File: config.mk
export PLATFORM = sky130hd
export DESIGN_NAME = muldiv_seq
export DESIGN_NICKNAME = d
export VERILOG_FILES = /design/src/rtl/riscv_pkg.sv /design/src/rtl/muldiv_step.sv /design/src/rtl/muldiv_seq.sv
export SDC_FILE = /design/constraint.sdc
export NUM_CORES = 1
export LEC_CHECK = 0
export CELL_PAD_IN_SITES_DETAIL_PLACEMENT = 1
export CELL_PAD_IN_SITES_GLOBAL_PLACEMENT = 1
export CORE_UTILIZATION = 25
export CTS_BUF_LIST = sky130_fd_sc_hd__clkbuf_8
export DETAILED_ROUTE_END_ITERATION = 6
export GPL_TIMING_DRIVEN = 0
export PLACE_DENSITY_LB_ADDON = 0.1
export SLEW_MARGIN = 20
export SYNTH_ARGS = -nofsm -noshare
export SYNTH_HDL_FRONTEND = slang
export SYNTH_HIERARCHICAL = 1
export SYNTH_SLANG_ARGS = --single-unit
export TNS_END_PERCENT = 1
File: constraint.sdc
create_clock -name clk -period 10 [get_ports clk]
set_clock_uncertainty 0.2 [all_clocks]
set_input_delay 1 -clock clk [delete_from_list [all_inputs] [get_ports clk]]
set_output_delay 1 -clock clk [all_outputs]
set_load 0.1 [all_outputs]
File: src/rtl/riscv_pkg.sv
// Shared RV32 definitions for the M-extension sequencer: width, funct3 encodings, FSM states.
package riscv_pkg;
  localparam int XLEN = 32;

  localparam logic [2:0] F3_MUL    = 3'b000;
  localparam logic [2:0] F3_MULH   = 3'b001;
  localparam logic [2:0] F3_MULHSU = 3'b010;
  localparam logic [2:0] F3_MULHU  = 3'b011;
  localparam logic [2:0] F3_DIV    = 3'b100;
  localparam logic [2:0] F3_DIVU   = 3'b101;
  localparam logic [2:0] F3_REM    = 3'b110;
  localparam logic [2:0] F3_REMU   = 3'b111;

  typedef enum logic [1:0] {
    IDLE = 2'd0,
    CALC = 2'd1,
    DONE = 2'd2
  } md_state_t;

  typedef enum logic {
    CLS_MUL = 1'b0,
    CLS_DIV = 1'b1
  } op_class_t;
endpackage

File: src/rtl/muldiv_step.sv
// One shift-add (multiply) or restoring shift-subtract (divide) iteration.
// Division datapath exists only when MULDIV_DIV_EN is defined.
module muldiv_step
  import riscv_pkg::*;
(
  input  op_class_t       cls,
  input  logic [XLEN-1:0] acc,
  input  logic [XLEN-1:0] opr,
  input  logic [XLEN-1:0] opb,
  output logic [XLEN-1:0] acc_next,
  output logic [XLEN-1:0] opr_next,
  output logic            q_bit
);
  logic [XLEN:0] sum;
`ifdef MULDIV_DIV_EN
  logic [XLEN:0] shifted;
  logic [XLEN:0] diff;
`endif

  always_comb begin
    // {acc,opr} is the 64-bit partial product; it shifts right as multiplier bits are consumed
    sum      = {1'b0, acc} + (((cls == CLS_MUL) && opr[0]) ? {1'b0, opb} : '0);
    acc_next = sum[XLEN:1];
    opr_next = {sum[0], opr[XLEN-1:1]};
    q_bit    = 1'b0;
`ifdef MULDIV_DIV_EN
    shifted  = {acc, opr[XLEN-1]};
    diff     = shifted - {1'b0, opb};
    if (cls == CLS_DIV) begin
      // diff[XLEN] is the borrow: set means the divisor did not fit
      q_bit    = ~diff[XLEN];
      acc_next = q_bit ? diff[XLEN-1:0] : shifted[XLEN-1:0];
      opr_next = {opr[XLEN-2:0], 1'b0};
    end
`endif
  end
endmodule

File: src/rtl/muldiv_seq.sv
// Iterative RV32M multiply/divide sequencer for EX; stalls the front end until done.
// Define MULDIV_DIV_EN for division; otherwise funct3 1xx completes at once with result 0.
module muldiv_seq
  import riscv_pkg::*;
(
  input  logic            clk,
  input  logic            rst_n,
  input  logic            startE,
  input  logic [2:0]      funct3E,
  input  logic [XLEN-1:0] opA,
  input  logic [XLEN-1:0] opB,
  input  logic            flushE,
  output logic            stallE,
  output logic            busy,
  output logic            done,
  output logic [XLEN-1:0] result,
  output md_state_t       state_dbg
);
  md_state_t       state;
  logic [4:0]      count;
  logic [2:0]      op;
  logic            neg_q;
  logic [XLEN-1:0] acc, mq, mag_b;
  logic [XLEN-1:0] acc_n, mq_n, opr_n;
  logic            q_bit;
`ifdef MULDIV_DIV_EN
  logic            neg_r;
`endif

  logic            sa, sb, start_fast;
  logic [XLEN-1:0] mag_a_in, mag_b_in, start_val, final_val;
  logic [2*XLEN-1:0] prod;

  muldiv_step u_step (
    .cls      (op[2] ? CLS_DIV : CLS_MUL),
    .acc      (acc),
    .opr      (mq),
    .opb      (mag_b),
    .acc_next (acc_n),
    .opr_next (opr_n),
    .q_bit    (q_bit)
  );
  assign mq_n = opr_n | {{(XLEN-1){1'b0}}, q_bit};

  always_comb begin
    sa = opA[XLEN-1] & (funct3E[2] ? ~funct3E[0] : (funct3E != F3_MULHU));
    sb = opB[XLEN-1] & (funct3E[2] ? ~funct3E[0] : ~funct3E[1]);
    mag_a_in = sa ? -opA : opA;
    mag_b_in = sb ? -opB : opB;
`ifdef MULDIV_DIV_EN
    start_fast = 1'b0;
    start_val  = '0;
    if (funct3E[2] && (opB == '0)) begin
      start_fast = 1'b1;
      start_val  = funct3E[1] ? opA : '1;
    end else if (funct3E[2] && !funct3E[0] &&
                 (opA == {1'b1, {(XLEN-1){1'b0}}}) && (opB == '1)) begin
      start_fast = 1'b1;
      start_val  = funct3E[1] ? '0 : {1'b1, {(XLEN-1){1'b0}}};
    end
`else
    start_fast = funct3E[2];
    start_val  = '0;
`endif
  end

  // Sign correction uses the values produced by the final iteration.
  always_comb begin
    prod = {acc_n, mq_n};
    if (neg_q) prod = -prod;
    final_val = (op == F3_MUL) ? prod[XLEN-1:0] : prod[2*XLEN-1:XLEN];
`ifdef MULDIV_DIV_EN
    if (op[2]) final_val = op[1] ? (neg_r ? -acc_n : acc_n) : (neg_q ? -mq_n : mq_n);
`endif
  end

  always_ff @(posedge clk or negedge rst_n) begin
    if (!rst_n) begin
      state  <= IDLE;
      count  <= '0;
      op     <= F3_MUL;
      neg_q  <= 1'b0;
`ifdef MULDIV_DIV_EN
      neg_r  <= 1'b0;
`endif
      acc    <= '0;
      mq     <= '0;
      mag_b  <= '0;
      done   <= 1'b0;
      result <= '0;
    end else begin
      done <= 1'b0;
      if (flushE) begin
        state <= IDLE;
        count <= '0;
      end else begin
        case (state)
          IDLE: if (startE) begin
            op    <= funct3E;
            neg_q <= sa ^ sb;
`ifdef MULDIV_DIV_EN
            neg_r <= sa;
`endif
            acc   <= '0;
            mq    <= mag_a_in;
            mag_b <= mag_b_in;
            count <= '0;
            if (start_fast) begin
              result <= start_val;
              done   <= 1'b1;
              state  <= DONE;
            end else begin
              state  <= CALC;
            end
          end
          CALC: begin
            acc   <= acc_n;
            mq    <= mq_n;
            count <= count + 5'd1;
            if (count == 5'd31) begin
              result <= final_val;
              done   <= 1'b1;
              state  <= DONE;
            end
          end
          DONE:    state <= IDLE;
          default: state <= IDLE;
        endcase
      end
    end
  end

  assign stallE    = startE & ~done & ~flushE;
  assign busy      = (state != IDLE);
  assign state_dbg = state;
endmodule

==> impl_metrics.ini <==
[status]
status = completed

[clock_tree]
clockBufferDepth = 2
clock_latency_ps = 500
cts-resized-gates = 0
clk_pin_slew_ps = 90
post_cts_buffers = 0
numCtsBuffers = 17
htree_levels = 4
cts_hold_buf = 0
tritoncts = yes
clkSinkCount = 140
cts_root_buf = clkbuf_8

[placed_design]
gp_congestion = 0.876
dpl.hpwl_um = 36700
io_buffers = 107

[setup_path]
r2r_slack_ps = 3890
crit_path_end = result[27]$_DFFE_PN0P_
cp_slowest_stage_delay_ps = 790
cp.arrival_ps = 6260
crit_type = flop to flop
cp-end-kind = flop
critical_path.startpoint = op[2]$_DFFE_PN0P_
critPathLaunchType = flop
path_cells = nor2b_1, clkbuf_1, and2_1, ha_1, a21oi_1, nand4b_1, a211oi_1, o211a_4, a21oi_1, xnor2_1, nor4_1, nand4_1, nor4_1, nor3_1, a31oi_1, o211ai_1
r2r_start = op[2]$_DFFE_PN0P_
r2r-end = result[27]$_DFFE_PN0P_
critPathRequiredTime_ps = 10150
slowest_stage = nor4_1
worstPathMaxFanout = 10
reg2regPathDepth = 16

[global_routing]
grtUsageTotal_pct = 20.9
antenna_found_initial = 1
grt_pass1_vias = 10953
grt_pass1_wl_um = 70200
grt_max_degree = 89
overflow = 0

[drt]
wl_met2_um = 20500
wire_per_inst_um = 22.4
ant_nets = 0
dr_total_vias = 10807
routed_wl_um = 45800
route.detailed.drc = 0
dr_wl_met3_um = 1590
first_pass_iters = 5
wl_met1_um = 23200
top_layer = met4
avgViaCountPerCell = 5.28
first_iter_violations = 642

[power]
switchingPower_uw = 781
power.total_uw = 1940
p_int_uw = 1160
leakage_uw = 0.00560
power_density_nw_per_um2 = 146
p_comb_share_pct = 39.9
irDropWorstVdd_v = 0.0000938
clkPwrFrac_pct = 25.5
power_frac_seq_pct = 34.7
switching_share_pct = 40.2

[finish]
register_area_um2 = 3500
nFillCells = 5195
nets = 1558
synthToLayoutAreaGrowth_pct = 20.5
final_util_pct = 30.7
multi_input_area_um2 = 6930
drive_gt1_share_pct = 7.52

[flow_run]
max_cap_violations = 0

[timing]
relSlewSlack_pct = 31.1
hold_viol = 0
slew_violations = 0
finalSetupTns_ps = 0
worst_pin_slew_ps = 1030
fmax_mhz = 164
fin_crit_sh_pct = 61.1
whs_ps = 204
rsz0062_at_grt = false
min_period_ps = 6110
setup_viol = 0

[synthesis]
synthArstFlopShare_pct = 100
synth_edf_count = 0
yosysUniqueCellTypes = 82
synth_top_area_share_pct = 31.7
ys_seq_area_share_pct = 31.7
synth_flop_cell = dfrtp_1
synth_most_common_cell = dfrtp_1
syn_avg_cell_area_um2 = 8.36
synthCells = 1322
synth_area_leaders = dfrtp_1 (32%), xnor2_1 (5.9%), o21ai_0 (4.8%)
yosysWarningCount = 6
yosys.area.top_type = dfrtp_1
synth_nets = 1430
synth_commonest_cells = dfrtp_1 (140), nand2_1 (133), o21ai_0 (107)
syn_area_um2 = 11100
synth_seq_cells = 140

[floorplan]
placement_rows = 76
fp.dieH_um = 212
die_w_um = 212
start_util_pct = 25.5
io_pins = 108
coreArea_um2 = 43400
fp.dieArea_um2 = 45100

[hold_path]
hold_path_class = primary input to async pin
==> through the flow <==
| step | area, µm² | cells | setup slack, ps |
|---|---|---|---|
| floorplan | 11100 | 1322 | 5370 |
| global placement | 12900 | 2014 | 1360 |
| detailed placement | 12900 | 2016 | 4000 |
| CTS | 13300 | 2047 | 3940 |
| global route | 13300 | 2048 | 3560 |
| finish | 13300 | 2048 | 3890 |
==> critical path: cells and delay by family, from the launching register on <==
family                   cells  cell delay (ps)
AO/OA/AOI/OAI                6             1520
adder cells (fa/ha/maj)      1              170
XOR/XNOR                     1              330
buffers and inverters        1              480
flip-flops                   1              410
AND/OR/NAND/NOR              7             2860
==> flip-flops by register name, summed over array words and instances (netlist names) <==
register / cells
acc: 32
count: 5
done: 1
mag_b: 32
mq: 32
neg_q: 1
op: 3
result: 32
state_dbg: 2
==> kinds of logic (layout without fill, tap and decap cells) <==
kind of cell	Yosys count	in the layout	synth area share, %
AOI/OAI and AO/OA	403	403	24.5
muxes	29	29	2.70
other	1	2	0.0339
and+or+nand+nor	464	464	21.5
DFF	140	140	31.7
adders and majority gates	37	37	4.25
xor gates and xnor gates	120	120	9.51
buffers and inverters	128	268	5.76
==> power by group through the flow <==
stage               Clock (µW)  Combinational (µW)  Sequential [µW]
detailed placement           0                 772              685
global route               530                 848              683
CTS                        514                 775              674
floorplan                    0                 498              675
global placement             0                 768              683
finish                     495                 775              673
==> how the worst min path moves through the flow <==
stage,cells past startpoint,from,to
final,1,rst_n,mq[31]$_DFFE_PN0P_
after global routing,1,rst_n,mq[31]$_DFFE_PN0P_
after CTS,1,rst_n,count[0]$_DFFE_PN0P_
after detailed placement,1,mq[2]$_DFFE_PN0P_,mq[2]$_DFFE_PN0P_
after global placement,2,mag_b[26]$_DFFE_PN0P_,mag_b[26]$_DFFE_PN0P_
after floorplan,2,mag_b[0]$_DFFE_PN0P_,mag_b[0]$_DFFE_PN0P_
==> layout make-up <==
type                       instances  share of cell area, %
antenna                            1                 0.0188
buffer                           104                   4.10
clock buffer                      21                   2.17
clock inverter                    10                  0.864
inverter                          24                  0.676
multi-input combinational       1054                   52.0
sequential                       140                   26.3
tap                              585                   5.49
timing repair buffer             109                   8.34
==> cell usage in the layout, fill, tap and decap left out, types with 23 or more instances in the layout <==
cell type        netlist  routed
o21ai_0              107     107
clkdlybuf4s50_1        0     106
clkbuf_8               3      24
xnor2_1               74      74
inv_1                 23      24
a31oi_1               23      23
xor2_1                46      46
clkbuf_1              63      63
and2_1                44      44
buf_4                 33      34
dfrtp_1              140     140
nor3_1                46      45
nor2_1                85      85
ha_1                  36      36
a22o_1                33      33
a21oi_1               72      72
nand2_1              133     133
nand3_1               25      25
==> routing by layer <==
| layer | track usage, % | up-vias |
|---|---|---|
| met5 | 0 | - |
| met4 | 4.74 | 0 |
| met3 | 2.56 | 26 |
| met2 | 32.2 | 210 |
| met1 | 30.8 | 5424 |
| li1 | - | 5147 |
Power figures use the tool's default switching activity.
